**src/rtl/keypad_pkg.sv**
```systemverilog
// Shared types and helpers for the scanned 4x4 keypad input path.
package keypad_pkg;

    localparam int NUM_ROWS = 4;
    localparam int NUM_COLS = 4;
    localparam int CODE_W   = 4;

    typedef enum logic [1:0] {
        IDLE,
        PRESS_DB,
        HELD,
        REL_DB      // reserved, never entered
    } kp_state_t;

    typedef enum logic [1:0] {
        EMPTY,
        SINGLE,
        MULTI
    } frame_class_t;

    // Number of asserted bits in a 4-bit row/hit vector.
    function automatic logic [2:0] popcount4(input logic [3:0] v);
        return 3'(v[0]) + 3'(v[1]) + 3'(v[2]) + 3'(v[3]);
    endfunction

    // Key code layout: row index in the upper bits, column index in the lower bits.
    function automatic logic [CODE_W-1:0] make_code(input logic [1:0] r, input logic [1:0] c);
        return {r, c};
    endfunction

endpackage

```
**src/rtl/keypad_debounce.sv**
```systemverilog
// Frame-rate debouncer: turns per-frame scan results into one accepted key per press.
module keypad_debounce
    import keypad_pkg::*;
#(
    parameter int DEBOUNCE_N = 4
) (
    input  logic               clk,
    input  logic               rst_n,
    input  logic               frame_end,
    input  frame_class_t       frame_class,
    input  logic [CODE_W-1:0]  frame_code,
    output logic [CODE_W-1:0]  key_code,
    output logic               key_valid,
    output logic               key_down
);

    localparam logic [3:0] N_FRAMES = 4'(DEBOUNCE_N);

    kp_state_t         state, state_n;
    logic [3:0]        cnt, cnt_n, cnt_inc;
    logic [CODE_W-1:0] cand, cand_n, code_n;
    logic              valid_n;

    // State, counter, candidate and output registers.
    always_ff @(posedge clk or negedge rst_n) begin
        if (!rst_n) begin
            state     <= IDLE;
            cnt       <= '0;
            cand      <= '0;
            key_code  <= '0;
            key_valid <= 1'b0;
        end else begin
            state     <= state_n;
            cnt       <= cnt_n;
            cand      <= cand_n;
            key_code  <= code_n;
            key_valid <= valid_n;
        end
    end

    // Next-state logic; only a frame end can move the FSM.
    always_comb begin
        state_n = state;
        cnt_n   = cnt;
        cand_n  = cand;
        code_n  = key_code;
        valid_n = 1'b0;
        cnt_inc = (cnt == 4'hF) ? cnt : cnt + 4'd1;
        if (frame_end) begin
            case (state)
                IDLE, PRESS_DB: begin
                    if (frame_class == SINGLE) begin
                        if (state == PRESS_DB && frame_code == cand) begin
                            cnt_n = cnt_inc;
                        end else begin
                            cand_n = frame_code;
                            cnt_n  = 4'd1;
                        end
                        // Shared accept path so DEBOUNCE_N=1 accepts straight from IDLE.
                        if (cnt_n >= N_FRAMES) begin
                            state_n = HELD;
                            code_n  = cand_n;
                            valid_n = 1'b1;
                            cnt_n   = '0;
                        end else begin
                            state_n = PRESS_DB;
                        end
                    end else begin
                        state_n = IDLE;
                        cnt_n   = '0;
                    end
                end
                HELD: begin
                    if (frame_class == SINGLE && frame_code == key_code) begin
                        cnt_n = '0;
                    end else begin
                        cnt_n = cnt_inc;
                    end
                    if (cnt_n >= N_FRAMES) begin
                        state_n = IDLE;
                        cnt_n   = '0;
                    end
                end
                default: begin
                    state_n = IDLE;
                    cnt_n   = '0;
                end
            endcase
        end
    end

    assign key_down = (state == HELD);

endmodule

```
**src/rtl/keypad_scan.sv**
```systemverilog
// Scanned 4x4 matrix keypad: column strobing, row sampling, frame classification, debounce.
module keypad_scan
    import keypad_pkg::*;
#(
    parameter int SCAN_DIV   = 1000,
    parameter int DEBOUNCE_N = 4
) (
    input  logic       clk,
    input  logic       rst_n,
    input  logic [3:0] row,
    output logic [3:0] col,
    output logic [3:0] key_code,
    output logic       key_valid,
    output logic       key_down
);

    localparam int DW = $clog2(SCAN_DIV);

    logic [1:0]        rst_sync;
    logic              rst_n_i;
    logic [3:0]        row_s1, row_s2;
    logic [DW-1:0]     dwell_cnt;
    logic              last_dwell;
    logic [1:0]        col_idx;
    logic [1:0]        acc_hits, merged_hits;
    logic [CODE_W-1:0] acc_code, merged_code;
    logic [3:0]        row_low;
    logic [2:0]        col_hits, hit_sum;
    logic [1:0]        row_enc;
    logic              frame_end;
    frame_class_t      frame_class;

    // Reset synchroniser: assert asynchronously, release on the clock.
    always_ff @(posedge clk or negedge rst_n) begin
        if (!rst_n) rst_sync <= '0;
        else        rst_sync <= {rst_sync[0], 1'b1};
    end
    assign rst_n_i = rst_sync[1];

    // Two-flop synchroniser for the asynchronous row inputs (idle rows read high).
    always_ff @(posedge clk or negedge rst_n_i) begin
        if (!rst_n_i) begin
            row_s1 <= '1;
            row_s2 <= '1;
        end else begin
            row_s1 <= row;
            row_s2 <= row_s1;
        end
    end

    assign last_dwell = (dwell_cnt == DW'(SCAN_DIV - 1));
    assign frame_end  = last_dwell && (col_idx == 2'd3);

    // Dwell counter and column rotor; both wrap freely.
    always_ff @(posedge clk or negedge rst_n_i) begin
        if (!rst_n_i) begin
            dwell_cnt <= '0;
            col_idx   <= '0;
        end else if (last_dwell) begin
            dwell_cnt <= '0;
            col_idx   <= col_idx + 2'd1;
        end else begin
            dwell_cnt <= dwell_cnt + DW'(1);
        end
    end

    assign col = ~(4'b0001 << col_idx);

    // Merge this column's sampled rows into the running frame result.
    always_comb begin
        row_low = ~row_s2;
        row_enc = '0;
        for (int unsigned r = 0; r < NUM_ROWS; r++) begin
            if (row_low[r]) row_enc = 2'(r);
        end
        col_hits    = popcount4(row_low);
        hit_sum     = {1'b0, acc_hits} + col_hits;
        merged_hits = (hit_sum >= 3'd2) ? 2'd2 : hit_sum[1:0];
        merged_code = (col_hits == 3'd1) ? make_code(row_enc, col_idx) : acc_code;
        case (merged_hits)
            2'd0:    frame_class = EMPTY;
            2'd1:    frame_class = SINGLE;
            default: frame_class = MULTI;
        endcase
    end

    // Frame accumulator: hit count saturates at 2, cleared after the column-3 sample.
    always_ff @(posedge clk or negedge rst_n_i) begin
        if (!rst_n_i) begin
            acc_hits <= '0;
            acc_code <= '0;
        end else if (last_dwell) begin
            if (col_idx == 2'd3) begin
                acc_hits <= '0;
                acc_code <= '0;
            end else begin
                acc_hits <= merged_hits;
                acc_code <= merged_code;
            end
        end
    end

    keypad_debounce #(
        .DEBOUNCE_N (DEBOUNCE_N)
    ) u_debounce (
        .clk         (clk),
        .rst_n       (rst_n_i),
        .frame_end   (frame_end),
        .frame_class (frame_class),
        .frame_code  (merged_code),
        .key_code    (key_code),
        .key_valid   (key_valid),
        .key_down    (key_down)
    );

endmodule

```
**config.mk**
```make
export PLATFORM = sky130hd
export DESIGN_NAME = keypad_scan
export DESIGN_NICKNAME = d
export VERILOG_FILES = /design/src/rtl/keypad_pkg.sv /design/src/rtl/keypad_debounce.sv /design/src/rtl/keypad_scan.sv
export SDC_FILE = /design/constraint.sdc
export NUM_CORES = 1
export LEC_CHECK = 0
export ABC_CLOCK_PERIOD_IN_PS = 1600
export CAP_MARGIN = 5
export CORE_MARGIN = 2
export CORE_UTILIZATION = 50
export DETAILED_ROUTE_END_ITERATION = 10
export HOLD_SLACK_MARGIN = 0.02
export PLACE_DENSITY = 0.77
export SETUP_SLACK_MARGIN = 0.2
export SYNTH_ARGS = -nofsm -noshare
export SYNTH_HDL_FRONTEND = slang
export SYNTH_SLANG_ARGS = --single-unit
```
**constraint.sdc**
```tcl
create_clock -name clk -period 1.6 [get_ports clk]
set_input_delay 0.16 -clock clk [delete_from_list [all_inputs] [get_ports clk]]
set_output_delay 0.16 -clock clk [all_outputs]
set_load 0.02 [all_outputs]
```
# ---- Yosys cells after proc, flatten, opt, wreduce, memory -nomap -nowiden
# Cells that the tools add are included.
dict set report totals {
  reg_bits 43
  inputBits 6
  out_inout_bits 10
  word_cells 75
}
dict set report op_classes {
  addsub 7
  magnitude_cmp 3
  eq_ne 11
  shift 1
  mux 30
  bitwise 2
  n_reduce_logical 9
}
# op count
set ops {}
lappend ops {{$mux W4} 14}
lappend ops {{$mux W2} 7}
lappend ops {{$add A10 B1 Y10 const B} 1}
lappend ops {{$eq A10 B10 Y1 const B} 1}
lappend ops {{$mux W10} 1}
lappend ops {{$eq A4 B4 Y1} 2}
lappend ops {{$ge A4 B3 Y1 const B} 2}
lappend ops {{$not A4 Y4} 2}
lappend ops {{$pmux W2 S2} 2}
lappend ops {{$pmux W4 S2} 1}
lappend ops {{$eq A2 B1 Y1 const B} 3}
lappend ops {{$mux W1} 5}
lappend ops {{$add A4 B1 Y4 const B} 1}
lappend ops {{$eq A2 B2 Y1 const B} 2}
lappend ops {{$eq A4 B4 Y1 const B} 1}
lappend ops {{$logic_not A2 Y1} 2}
lappend ops {{$reduce_and A4 Y1} 1}
lappend ops {{$shl A1 B2 Y4 const A} 1}
lappend ops {{$add A2 B1 Y3} 1}
lappend ops {{$add A2 B3 Y3} 1}
lappend ops {{$add A3 B1 Y3} 1}
lappend ops {{$eq A3 B1 Y1 const B} 1}
lappend ops {{$ge A3 B2 Y1 const B} 1}
lappend ops {{$logic_and A1 B1 Y1} 3}
lappend ops {{6 further kinds} 6}

# ---- Depth between registers and ports, before layout
# Gate-level depths: netlist of the first run.
dict set report logic_depth {
  ltp_word 18
  mapped_depth 11
}

# ---- By module
# A second synthesis of the first run with hierarchy kept.
dict set report unflattened {
  cells_unflattened 187
  area_unflattened_um2 2183.3
}
# module instances cells_per_inst area_each_um2 seq_area_each_um2
set by_module_without_submodules {}
lappend by_module_without_submodules {keypad_scan 1 122 1388.8 710.7}
lappend by_module_without_submodules {keypad_debounce 1 65 794.5 375.4}

# ---- Worst setup path after synthesis of the first run
# Ideal clock, no wire load.
dict set report synth_timing {
  kind {reg-to-reg}
  start {register row_s2[3]}
  end {register u_debounce.key_code[0]}
  arrival_ns 3.358
  t_required_ns 1.519
  slack_ns -1.839
  path_stages_with_launch 12
  n_path_buf 0
  period_less_slack_ns 3.439
  cell_sequence {dfstp_2 inv_1 fa_1 ha_1 ha_1 fa_1 nand2b_1 nor3_1 nand3_1 nor2_1 nor4b_4 mux2i_1}
}
dict set report synth_between {
  elab_chain_len 12
}
# item line
set synth_lines {}
lappend synth_lines {{start: declaration} keypad_scan.sv:21} ;# logic [3:0] row_s1, row_s2;
lappend synth_lines {{start signal: assignment} keypad_scan.sv:47} ;# row_s2 <= row_s1;
lappend synth_lines {{$not A4 Y4 (*)} keypad_scan.sv:71} ;# row_low = ~row_s2;
lappend synth_lines {{$add A3 B1 Y3} keypad_pkg.sv:23} ;# return 3'(v[0]) + 3'(v[1]) + 3'(v[2]) + 3'(v[3]);
lappend synth_lines {{$eq A3 B1 Y1} keypad_scan.sv:79} ;# merged_code = (col_hits == 3'd1) ? make_code(row_enc, col_idx) : acc_code;
lappend synth_lines {{$mux W4} keypad_scan.sv:79}
lappend synth_lines {{$eq A4 B4 Y1} keypad_debounce.sv:53} ;# if (state == PRESS_DB && frame_code == cand) begin
lappend synth_lines {{$logic_and A1 B1 Y1} keypad_debounce.sv:53}
lappend synth_lines {{$mux W4} keypad_debounce.sv:53}
lappend synth_lines {{$mux W4} keypad_debounce.sv:52} ;# if (frame_class == SINGLE) begin
lappend synth_lines {{$mux W4} keypad_debounce.sv:50} ;# case (state)
lappend synth_lines {{$mux W4} keypad_debounce.sv:49} ;# if (frame_end) begin
lappend synth_lines {{$ge A4 B3 Y1} keypad_debounce.sv:60} ;# if (cnt_n >= N_FRAMES) begin
lappend synth_lines {{$reduce_and A4 Y1 (no line)} --}
lappend synth_lines {{end signal: assignment} keypad_debounce.sv:36} ;# key_code <= code_n;
lappend synth_lines {{end: declaration} keypad_debounce.sv:12} ;# output logic [CODE_W-1:0] key_code,
# Every way passes the cells marked *; elsewhere a longest branch is shown, timed or not. The select of a mux whose other input is x is not followed.
# A chain may end at the register's enable or synchronous reset.

# ---- Final worst setup path of the first run
dict set report layout_timing {
  start {register row_s2[3]}
  end {register u_debounce.key_code[3]}
}
# The elaborated chain is that of the path after synthesis.

==> impl_metrics.py, run 1 <==
metrics = {
    "logic_synthesis": {
        "avgSynthCellArea_um2": 10.6,
        "synth_top_flop_cell": "dfrtp_1",
        "synth_cell_types": 44,
        "syn_area_mm2": 0.00220,
        "synth_warnings": 0,
        "async_reset_ff_frac": 1.00,
        "ys_ff_latch": 43,
        "yosysSeqAreaShare": 0.493,
        "synth_edf_count": 0,
        "syn_nets": 225,
        "synthCells": 208,
    },
    "final_layout": {
        "synthToLayoutAreaGrowth_pct": 68.6,
        "fin_area_mm2": 0.00371,
        "final_cell_mix": "buf_4, dfrtp_1, buf_6, nand2_1, inv_1",
        "layout.nets": 327,
        "drive_gt1_frac": 0.579,
        "n_fill_cell": 187,
        "diodes": 0,
        "ff_latch_area_mm2": 0.00109,
        "final_common_cell": "buf_4",
        "multiInputGateArea_mm2": 0.00151,
    },
    "cts": {
        "cts-root-buf": "clkbuf_8",
        "numClockSinks": 43,
        "tritoncts": "done",
        "path_clk_slew_ns": 0.09,
        "cts_buffers": 5,
        "clk_path_buf_depth": 2,
        "htreeDepth": 2,
        "insertion_delay_ns": 0.33,
    },
    "floorplan": {
        "core.rowCount": 24,
        "die_h_um": 70.3,
        "start_util": 0.513,
        "die-area_mm2": 0.00495,
        "core_mm2": 0.00429,
        "ioPinCount": 16,
        "die_x_um": 70.3,
    },
    "global_routing": {
        "grt_max_degree": 29,
        "grt_pass1_vias": 2189,
        "grt_pass1_wl_um": 10900,
        "track_usage": 0.293,
        "antenna_found_initial": 0,
        "grt-ovfl-total": 0,
    },
    "sta": {
        "whs_ns": 0.243,
        "clock_skew_ns": 0.0147,
        "rsz0062_at_grt": "yes",
        "setup_viol": 29,
        "fin_crit_ns": 3.38,
        "finalHoldViolations": 0,
        "min_period_over_period": 2.12,
        "fin_setup_tns_ns": -29.74,
        "fin_ws_ns": -1.78,
        "max_freq_ghz": 0.295,
        "drv_slew": 0,
    },
    "critical_path": {
        "crit_family": "adder cells",
        "crit_arrival_ns": 3.62,
        "cp_max_fo": 6,
        "cp_slowest_stage_delay_ns": 0.56,
        "r2r_cells": 11,
        "crit_cells": 11,
        "worstPathRequired_ns": 1.84,
        "crit_buf_inv": 2,
        "worst-setup-path-type": "reg2reg",
        "endpoint_kind": "flip-flop",
        "cpMostUsedCell": "ha_4",
        "slowest_stage": "dfstp_2",
        "critPathLaunchType": "flip-flop",
        "path_cells": "inv_2, fa_1, ha_4, ha_4, or3b_4, mux2i_4, xor2_2, nand3_2, nor4b_4, buf_6, mux2i_1",
    },
    "worst_hold_path": {
        "holdCritPathClass": "reg2async",
    },
    "route": {
        "vias": 2196,
        "drtAntennaViolNets": 0,
        "routed_wirelength_um": 8660,
        "wire_per_inst_um": 23.8,
        "drtPass1Iterations": 4,
        "drc": 0,
        "first_iter_violations": 165,
        "vias_per_cell": 6.05,
    },
    "outcome": {
        "violations": "negative setup slack",
        "status": "finished with violations",
    },
    "placement": {
        "placed_area_mm2": 0.00294,
        "io_buffers": 15,
        "dpl.hpwl_um": 3990,
        "gp_congestion": 0.891,
    },
    "pwr": {
        "powerDensity_mw_per_mm2": 640,
        "total_power_mw": 2.38,
        "ir_worst_vdd_uv": 784,
        "p_leak_nw": 1.62,
    },
    "run": {
        "cap_viol_max_count": 0,
    },
}
==> timing repair <==
| action | 4_1_cts | 5_1_grt |
|---|---|---|
| setup buffers | 12 | 12 |
| hold buffers | 1 | 0 |
| endpoints found under the setup margin | 39 | 37 |
| resized for setup | 108 | 34 |
| pin swaps | 23 | 11 |
| endpoints found under the hold margin | 2 | 0 |
==> report_power, final <==
group	leakage, nW	switching (mW)	internal, mW
clock network	0.0474	0.446	0.353
registers	0.556	0.00724	1.11
logic	1.02	0.228	0.234
total	1.62	0.681	1.69
==> synth_stat cells, types with 4 or more instances <==
library cell / count / share of area
nand3_1: 7 / 0.016
xor2_1: 9 / 0.036
ha_1: 9 / 0.051
nand2_1: 20 / 0.034
inv_1: 18 / 0.031
o21ai_1: 6 / 0.014
nor2_1: 12 / 0.020
nand2b_1: 6 / 0.017
a21oi_1: 4 / 0.0091
o31ai_1: 7 / 0.024
dfrtp_1: 35 / 0.40
nor3_1: 6 / 0.014
xnor2_1: 4 / 0.016
o21ai_0: 4 / 0.0091
mux2i_1: 8 / 0.036
and2_1: 5 / 0.014
dfstp_2: 8 / 0.096
==> worst reg2reg max path: stages (launching register included) <==
cell and delay [ns]:
dfstp_2 0.56, inv_2 0.05, fa_1 0.50, ha_4 0.19
ha_4 0.23, or3b_4 0.44, mux2i_4 0.24, xor2_2 0.18
nand3_2 0.16, nor4b_4 0.32, buf_6 0.19, mux2i_1 0.24
==> logic make-up (layout without fill, tap and decap cells) <==
| family | after synthesis | in the layout | synth area share |
|---|---|---|---|
| other cells | 1 | 1 | 0.00170 |
| mux | 9 | 9 | 0.0466 |
| buf+inv | 22 | 125 | 0.0409 |
| flops | 43 | 43 | 0.493 |
| compound gates | 39 | 39 | 0.123 |
| simple gates | 69 | 69 | 0.165 |
| fa+ha+maj | 11 | 11 | 0.0694 |
| xor+xnor | 14 | 14 | 0.0591 |
==> cell type report <==
type                       instances  share of cell area
clock inverter                     2             0.00438
clock buffer                       6              0.0223
sequential                        43               0.293
timing repair buffer              99               0.236
multi-input combinational        143               0.406
inverter                          18              0.0202
tap                               52              0.0175
==> through the flow <==
stage	instances	utilization	setup slack (ns)
after floorplan	208	-	-1.63
after global placement	330	0.685	-1.59
after global routing	363	0.864	-1.93
after detailed placement	330	0.685	-1.68
final	363	0.864	-1.78
after CTS	351	0.802	-1.63
==> registers in the layout (all words and copies together) (netlist names) <==
register	cells
row_s2	4
col_idx	2
rst_sync	2
dwell_cnt	10
acc_code	4
u_debounce.key_valid	1
u_debounce.key_code	4
u_debounce.state	2
row_s1	4
acc_hits	2
u_debounce.cand	4
u_debounce.cnt	4
==> path summary, 6_finish.rpt <==
path	startpoint	endpoint	slack, ns
worst min register to register	rst_sync[1]$_DFF_PN0_	u_debounce.key_code[3]$_DFFE_PN0P_	0.24
worst max register to register	row_s2[3]$_DFF_PN1_	u_debounce.key_code[3]$_DFFE_PN0P_	-1.78
worst max-delay path	row_s2[3]$_DFF_PN1_	u_debounce.key_code[3]$_DFFE_PN0P_	-1.78
worst min-delay path	rst_sync[1]$_DFF_PN0_	u_debounce.key_code[3]$_DFFE_PN0P_	0.24
min in group clk	row[0]	row_s1[0]$_DFF_PN1_	0.25
max in group asynchronous	rst_n	rst_sync[1]$_DFF_PN0_	0.92
==> layer usage <==
metal  wire length, um  track usage  vias up
li1                  -            -      923
met3               543       0.0592       35
met4               346        0.137        0
met5                 0            0        -
met2              4600        0.499      124
met1              3170        0.354     1114
Power figures use the tool's default switching activity.
==> run 2: changes to the inputs <==
--- a/config.mk
+++ b/config.mk
@@ -7,7 +7,6 @@
 export LEC_CHECK = 0
 export ABC_CLOCK_PERIOD_IN_PS = 1600
 export CAP_MARGIN = 5
-export CORE_MARGIN = 2
 export CORE_UTILIZATION = 50
 export DETAILED_ROUTE_END_ITERATION = 10
 export HOLD_SLACK_MARGIN = 0.02
==> impl_metrics.py, run 2 (synthesis results as in run 1) <==
metrics = {
    "outcome": {
        "status": "finished with violations",
        "violations": "negative setup slack",
    },
    "placement": {
        "dpl.hpwl_um": 3740,
        "io_buffers": 15,
        "gp_congestion": 0.808,
    },
    "route": {
        "drc": 0,
        "first_iter_violations": 81,
        "vias_per_cell": 5.37,
        "routed_wirelength_um": 6170,
        "vias": 1863,
        "wire_per_inst_um": 17.8,
        "drtAntennaViolNets": 0,
        "drtPass1Iterations": 4,
    },
    "critical_path": {
        "endpoint_kind": "flip-flop",
        "path_cells": "inv_2, fa_1, ha_4, ha_4, fa_2, xor2_4, nor3_4, nand3_2, nor2_1, nor4b_4, buf_6, mux2i_1",
        "slowest_stage": "dfstp_2",
        "crit_family": "adder cells",
        "cp_slowest_stage_delay_ns": 0.56,
        "crit_buf_inv": 2,
        "critPathLaunchType": "flip-flop",
        "crit_cells": 12,
        "worst-setup-path-type": "reg2reg",
        "worstPathRequired_ns": 1.82,
        "cp_max_fo": 6,
        "crit_arrival_ns": 3.50,
        "r2r_cells": 12,
        "cpMostUsedCell": "ha_4",
    },
    "pwr": {
        "ir_worst_vdd_uv": 568,
        "p_leak_nw": 1.55,
        "powerDensity_mw_per_mm2": 653,
        "total_power_mw": 2.26,
    },
    "floorplan": {
        "ioPinCount": 16,
        "core_mm2": 0.00412,
        "die_h_um": 68.3,
        "start_util": 0.535,
        "die-area_mm2": 0.00467,
        "die_x_um": 68.3,
        "core.rowCount": 23,
    },
    "sta": {
        "rsz0062_at_grt": "yes",
        "clock_skew_ns": 0.00926,
        "slew-limit-headroom": 0.653,
        "min_period_over_period": 2.05,
        "max_freq_ghz": 0.305,
        "whs_ns": 0.264,
        "fin_ws_ns": -1.68,
        "tightest_slew_ns": 0.521,
        "drv_slew": 0,
        "fin_crit_ns": 3.28,
        "finalHoldViolations": 0,
        "fin_setup_tns_ns": -26.33,
        "setup_viol": 21,
    },
    "final_layout": {
        "synthToLayoutAreaGrowth_pct": 57.0,
        "final_cell_mix": "buf_4, dfrtp_1, nand2_1, buf_6, inv_1",
        "drive_gt1_frac": 0.502,
        "final_common_cell": "buf_4",
        "regMostFlops": "dwell_cnt",
        "multiInputGateArea_mm2": 0.00139,
        "largest_reg_flops": 10,
        "n_fill_cell": 234,
        "layout.nets": 313,
        "diodes": 0,
        "ff_latch_area_mm2": 0.00109,
        "postLayoutCoreUtil": 0.840,
    },
    "cts": {
        "htreeDepth": 2,
        "numClockSinks": 43,
        "insertion_delay_ns": 0.30,
        "cts_buffers": 5,
        "cts-root-buf": "clkbuf_8",
        "clk_path_buf_depth": 2,
        "tritoncts": "done",
        "path_clk_slew_ns": 0.08,
    },
    "global_routing": {
        "grt-ovfl-total": 0,
        "track_usage": 0.269,
        "grt_max_degree": 42,
        "grt_pass1_wl_um": 8760,
        "antenna_found_initial": 0,
        "grt_pass1_vias": 1950,
    },
    "run": {
        "cap_viol_max_count": 0,
    },
    "worst_hold_path": {
        "whs_path_depth": 1,
        "holdCritPathClass": "in2reg",
    },
}
## run 2: stage by stage
step           instances  setup slack (ns)  cell area [um2]
6_report             347             -1.68             3460
5_1_grt              347             -1.76             3460
4_1_cts              343             -1.63             3210
3_5_place_dp         326             -1.69             2920
3_3_place_gp         326             -1.60             2920
2_1_floorplan        208             -1.63             2320
## run 2: cell type report
class | count | share of cell area
multi-input cells | 143 | 0.403
flip-flops and latches | 43 | 0.315
inverters | 18 | 0.0224
repair buffers | 85 | 0.213
clock buffers | 8 | 0.0290
well taps | 50 | 0.0181
## run 2: timing repair
item | in CTS | in global routing
setup buffers | 8 | 4
setup endpoints to repair | 34 | 36
hold buffers | 1 | 0
hold endpoints to repair | 2 | 0
pin swaps | 16 | 9
gates resized for setup | 67 | 44
## run 2: layer usage
metal  vias to the layer above  GRT usage  wire length, um
met4                         0      0.117              131
met3                        15     0.0700              193
met5                         -          0                0
met1                       923      0.300             2520
li1                        891          -                -
met2                        34      0.479             3330
## run 2: path summary, 6_finish.rpt
path	from	to	slack (ns)
worst max-delay path	row_s2[1]$_DFF_PN1_	u_debounce.key_code[0]$_DFFE_PN0P_	-1.68
worst min-delay path	row[3]	row_s1[3]$_DFF_PN1_	0.26
worst max register to register	row_s2[1]$_DFF_PN1_	u_debounce.key_code[0]$_DFFE_PN0P_	-1.68
worst min register to register	rst_sync[1]$_DFF_PN0_	u_debounce.state[0]$_DFFE_PN0P_	0.30
max in group asynchronous	rst_sync[1]$_DFF_PN0_	col_idx[1]$_DFFE_PN0N_	0.89
min in group asynchronous	rst_sync[1]$_DFF_PN0_	u_debounce.state[0]$_DFFE_PN0P_	0.30
## run 2: where the power goes
group,switching [mW],internal [mW]
registers,0.00623,1.11
clock network,0.374,0.394
logic,0.182,0.193
==> run 3: changes to the inputs <==
--- a/config.mk
+++ b/config.mk
@@ -15,3 +15,4 @@
 export SYNTH_ARGS = -nofsm -noshare
 export SYNTH_HDL_FRONTEND = slang
 export SYNTH_SLANG_ARGS = --single-unit
+export TNS_END_PERCENT = 20
==> impl_metrics.py, run 3 (synthesis results as in run 1) <==
metrics = {
    "final_layout": {
        "multiInputGateArea_mm2": 0.00138,
        "regMostFlops": "dwell_cnt",
        "n_fill_cell": 225,
        "diodes": 0,
        "ff_latch_area_mm2": 0.00109,
        "layout.nets": 309,
        "largest_reg_flops": 10,
        "final_common_cell": "buf_4",
        "final_cell_mix": "buf_4, dfrtp_1, nand2_1, nor2_1",
        "drive_gt1_frac": 0.505,
        "synthToLayoutAreaGrowth_pct": 54.0,
    },
    "cts": {
        "htreeDepth": 2,
        "insertion_delay_ns": 0.30,
        "clk_path_buf_depth": 2,
        "numClockSinks": 43,
        "cts_buffers": 5,
        "tritoncts": "done",
        "cts-root-buf": "clkbuf_8",
        "path_clk_slew_ns": 0.08,
    },
    "sta": {
        "max_freq_ghz": 0.305,
        "clock_skew_ns": 0.00896,
        "rsz0062_at_grt": "yes",
        "whs_ns": 0.229,
        "drv_slew": 0,
        "finalHoldViolations": 0,
        "min_period_over_period": 2.05,
        "fin_ws_ns": -1.68,
        "fin_crit_ns": 3.28,
        "setup_viol": 19,
    },
    "critical_path": {
        "worstSetupStartpoint": "row_s2[1]$_DFF_PN1_",
        "critPathLaunchType": "flip-flop",
        "timing.rr.start": "row_s2[1]$_DFF_PN1_",
        "cp_max_fo": 5,
        "cp_slowest_stage_delay_ns": 0.54,
        "cpMostUsedCell": "ha_4",
        "crit_arrival_ns": 3.47,
        "slowest_stage": "dfstp_2",
        "endpoint_kind": "flip-flop",
        "worstPathRequired_ns": 1.79,
        "path_cells": "inv_2, fa_1, ha_4, ha_4, or3b_4, a211oi_1, a21boi_4, o31ai_2, o31ai_1, a32o_1",
        "worst-setup-path-type": "reg2reg",
    },
    "route": {
        "drc": 0,
        "first_iter_violations": 105,
        "drtPass1Iterations": 4,
        "vias_per_cell": 5.42,
        "drtAntennaViolNets": 0,
        "wire_per_inst_um": 16.5,
        "vias": 1858,
        "routed_wirelength_um": 5670,
    },
    "global_routing": {
        "grt_max_degree": 26,
        "grt-ovfl-total": 0,
        "grt_pass1_vias": 1863,
        "track_usage": 0.266,
        "grt_pass1_wl_um": 8740,
        "antenna_found_initial": 0,
    },
    "pwr": {
        "ir_worst_vdd_uv": 622,
        "power_switching_mw": 0.585,
        "internal_power_mw": 1.78,
        "switching_share": 0.247,
        "power_frac_seq": 0.471,
        "total_power_mw": 2.37,
        "powerDensity_mw_per_mm2": 698,
        "p_clk_frac": 0.359,
        "p_comb_frac": 0.171,
        "p_leak_nw": 1.49,
    },
    "floorplan": {
        "die_x_um": 68.3,
        "die_h_um": 68.3,
        "core.rowCount": 23,
        "start_util": 0.535,
        "core_mm2": 0.00412,
        "ioPinCount": 16,
        "die-area_mm2": 0.00467,
    },
    "worst_hold_path": {
        "holdCritPathClass": "reg2async",
    },
    "outcome": {
        "status": "finished with violations",
        "violations": "negative setup slack",
    },
    "placement": {
        "io_buffers": 15,
        "dpl.hpwl_um": 3780,
        "dpl_worst_slack_ns": -1.66,
        "gp_congestion": 0.836,
    },
    "run": {
        "cap_viol_max_count": 0,
    },
}
## run 3: changes by cell type in the layout (fill, tap and decap cells not counted), sizes merged
cell           delta
buf               -4
clkbuf            -2
bufinv            +1
clkdlybuf4s15     -1
clkinvlp          +1
dlymetal6s2s      +1
## run 3: power by group through the flow
| stage | combinational, mW | sequential, mW | clock [mW] |
|---|---|---|---|
| after CTS | 0.371 | 1.11 | 0.856 |
| final | 0.404 | 1.11 | 0.848 |
| after detailed placement | 0.313 | 1.13 | 0 |
| after global placement | 0.307 | 1.13 | 0 |
| after global routing | 0.437 | 1.12 | 0.909 |
| after floorplan | 0.184 | 1.15 | 0 |
## run 3: layout make-up
cell class / count / area share
clock buffer: 6 / 0.0214
clock inverter: 2 / 0.0111
inverter: 18 / 0.0229
multi-input combinational: 143 / 0.406
sequential: 43 / 0.322
tap: 50 / 0.0185
timing repair buffer: 81 / 0.198
## run 3: worst max-delay path: cells and delay by family, from the launching register on
kind | cells | cell delay (ns)
and+or+nand+nor | 1 | 0.44
adders and majority gates | 3 | 0.94
buffers and inverters | 1 | 0.04
DFF | 1 | 0.54
AOI/OAI and AO/OA | 5 | 1.21
## run 3: path summary, 6_finish.rpt
kind / end / slack [ns] / depth (start not counted)
setup reg to reg: u_debounce.cnt[1]$_DFFE_PN0P_ / -1.68 / 10
hold / removal: u_debounce.cand[0]$_DFFE_PN0P_ / 0.23 / 1
setup / recovery: u_debounce.cnt[1]$_DFFE_PN0P_ / -1.68 / 10
hold reg to reg: u_debounce.cand[0]$_DFFE_PN0P_ / 0.23 / 1
min in group clk: row_s1[3]$_DFF_PN1_ / 0.25 / 1
max in group asynchronous: rst_sync[0]$_DFF_PN0_ / 0.94 / 2
## run 3: layer usage
metal / global-route usage / share of wire
met1: 0.335 / 0.42
met2: 0.442 / 0.53
met3: 0.0650 / 0.033
met4: 0.0911 / 0.016
met5: 0 / 0
## run 3: stage by stage
step | util | cells | TNS (ns) | instance area, um2
floorplan | - | 208 | -23.37 | 2270
global placement | 0.710 | 330 | -25.29 | 2920
detailed placement | 0.710 | 330 | -26.05 | 2920
CTS | 0.775 | 343 | -25.37 | 3190
global route | 0.824 | 343 | -27.33 | 3390
finish | 0.824 | 343 | -25.45 | 3390
## run 3: what timing repair did
action / in CTS / in global routing
gates resized for setup: 56 / 47
hold endpoints to repair: 2 / 0
endpoints found under the setup margin: 34 / 32
pin swaps: 17 / 11
setup buffers: 4 / 0
hold buffers: 1 / 0
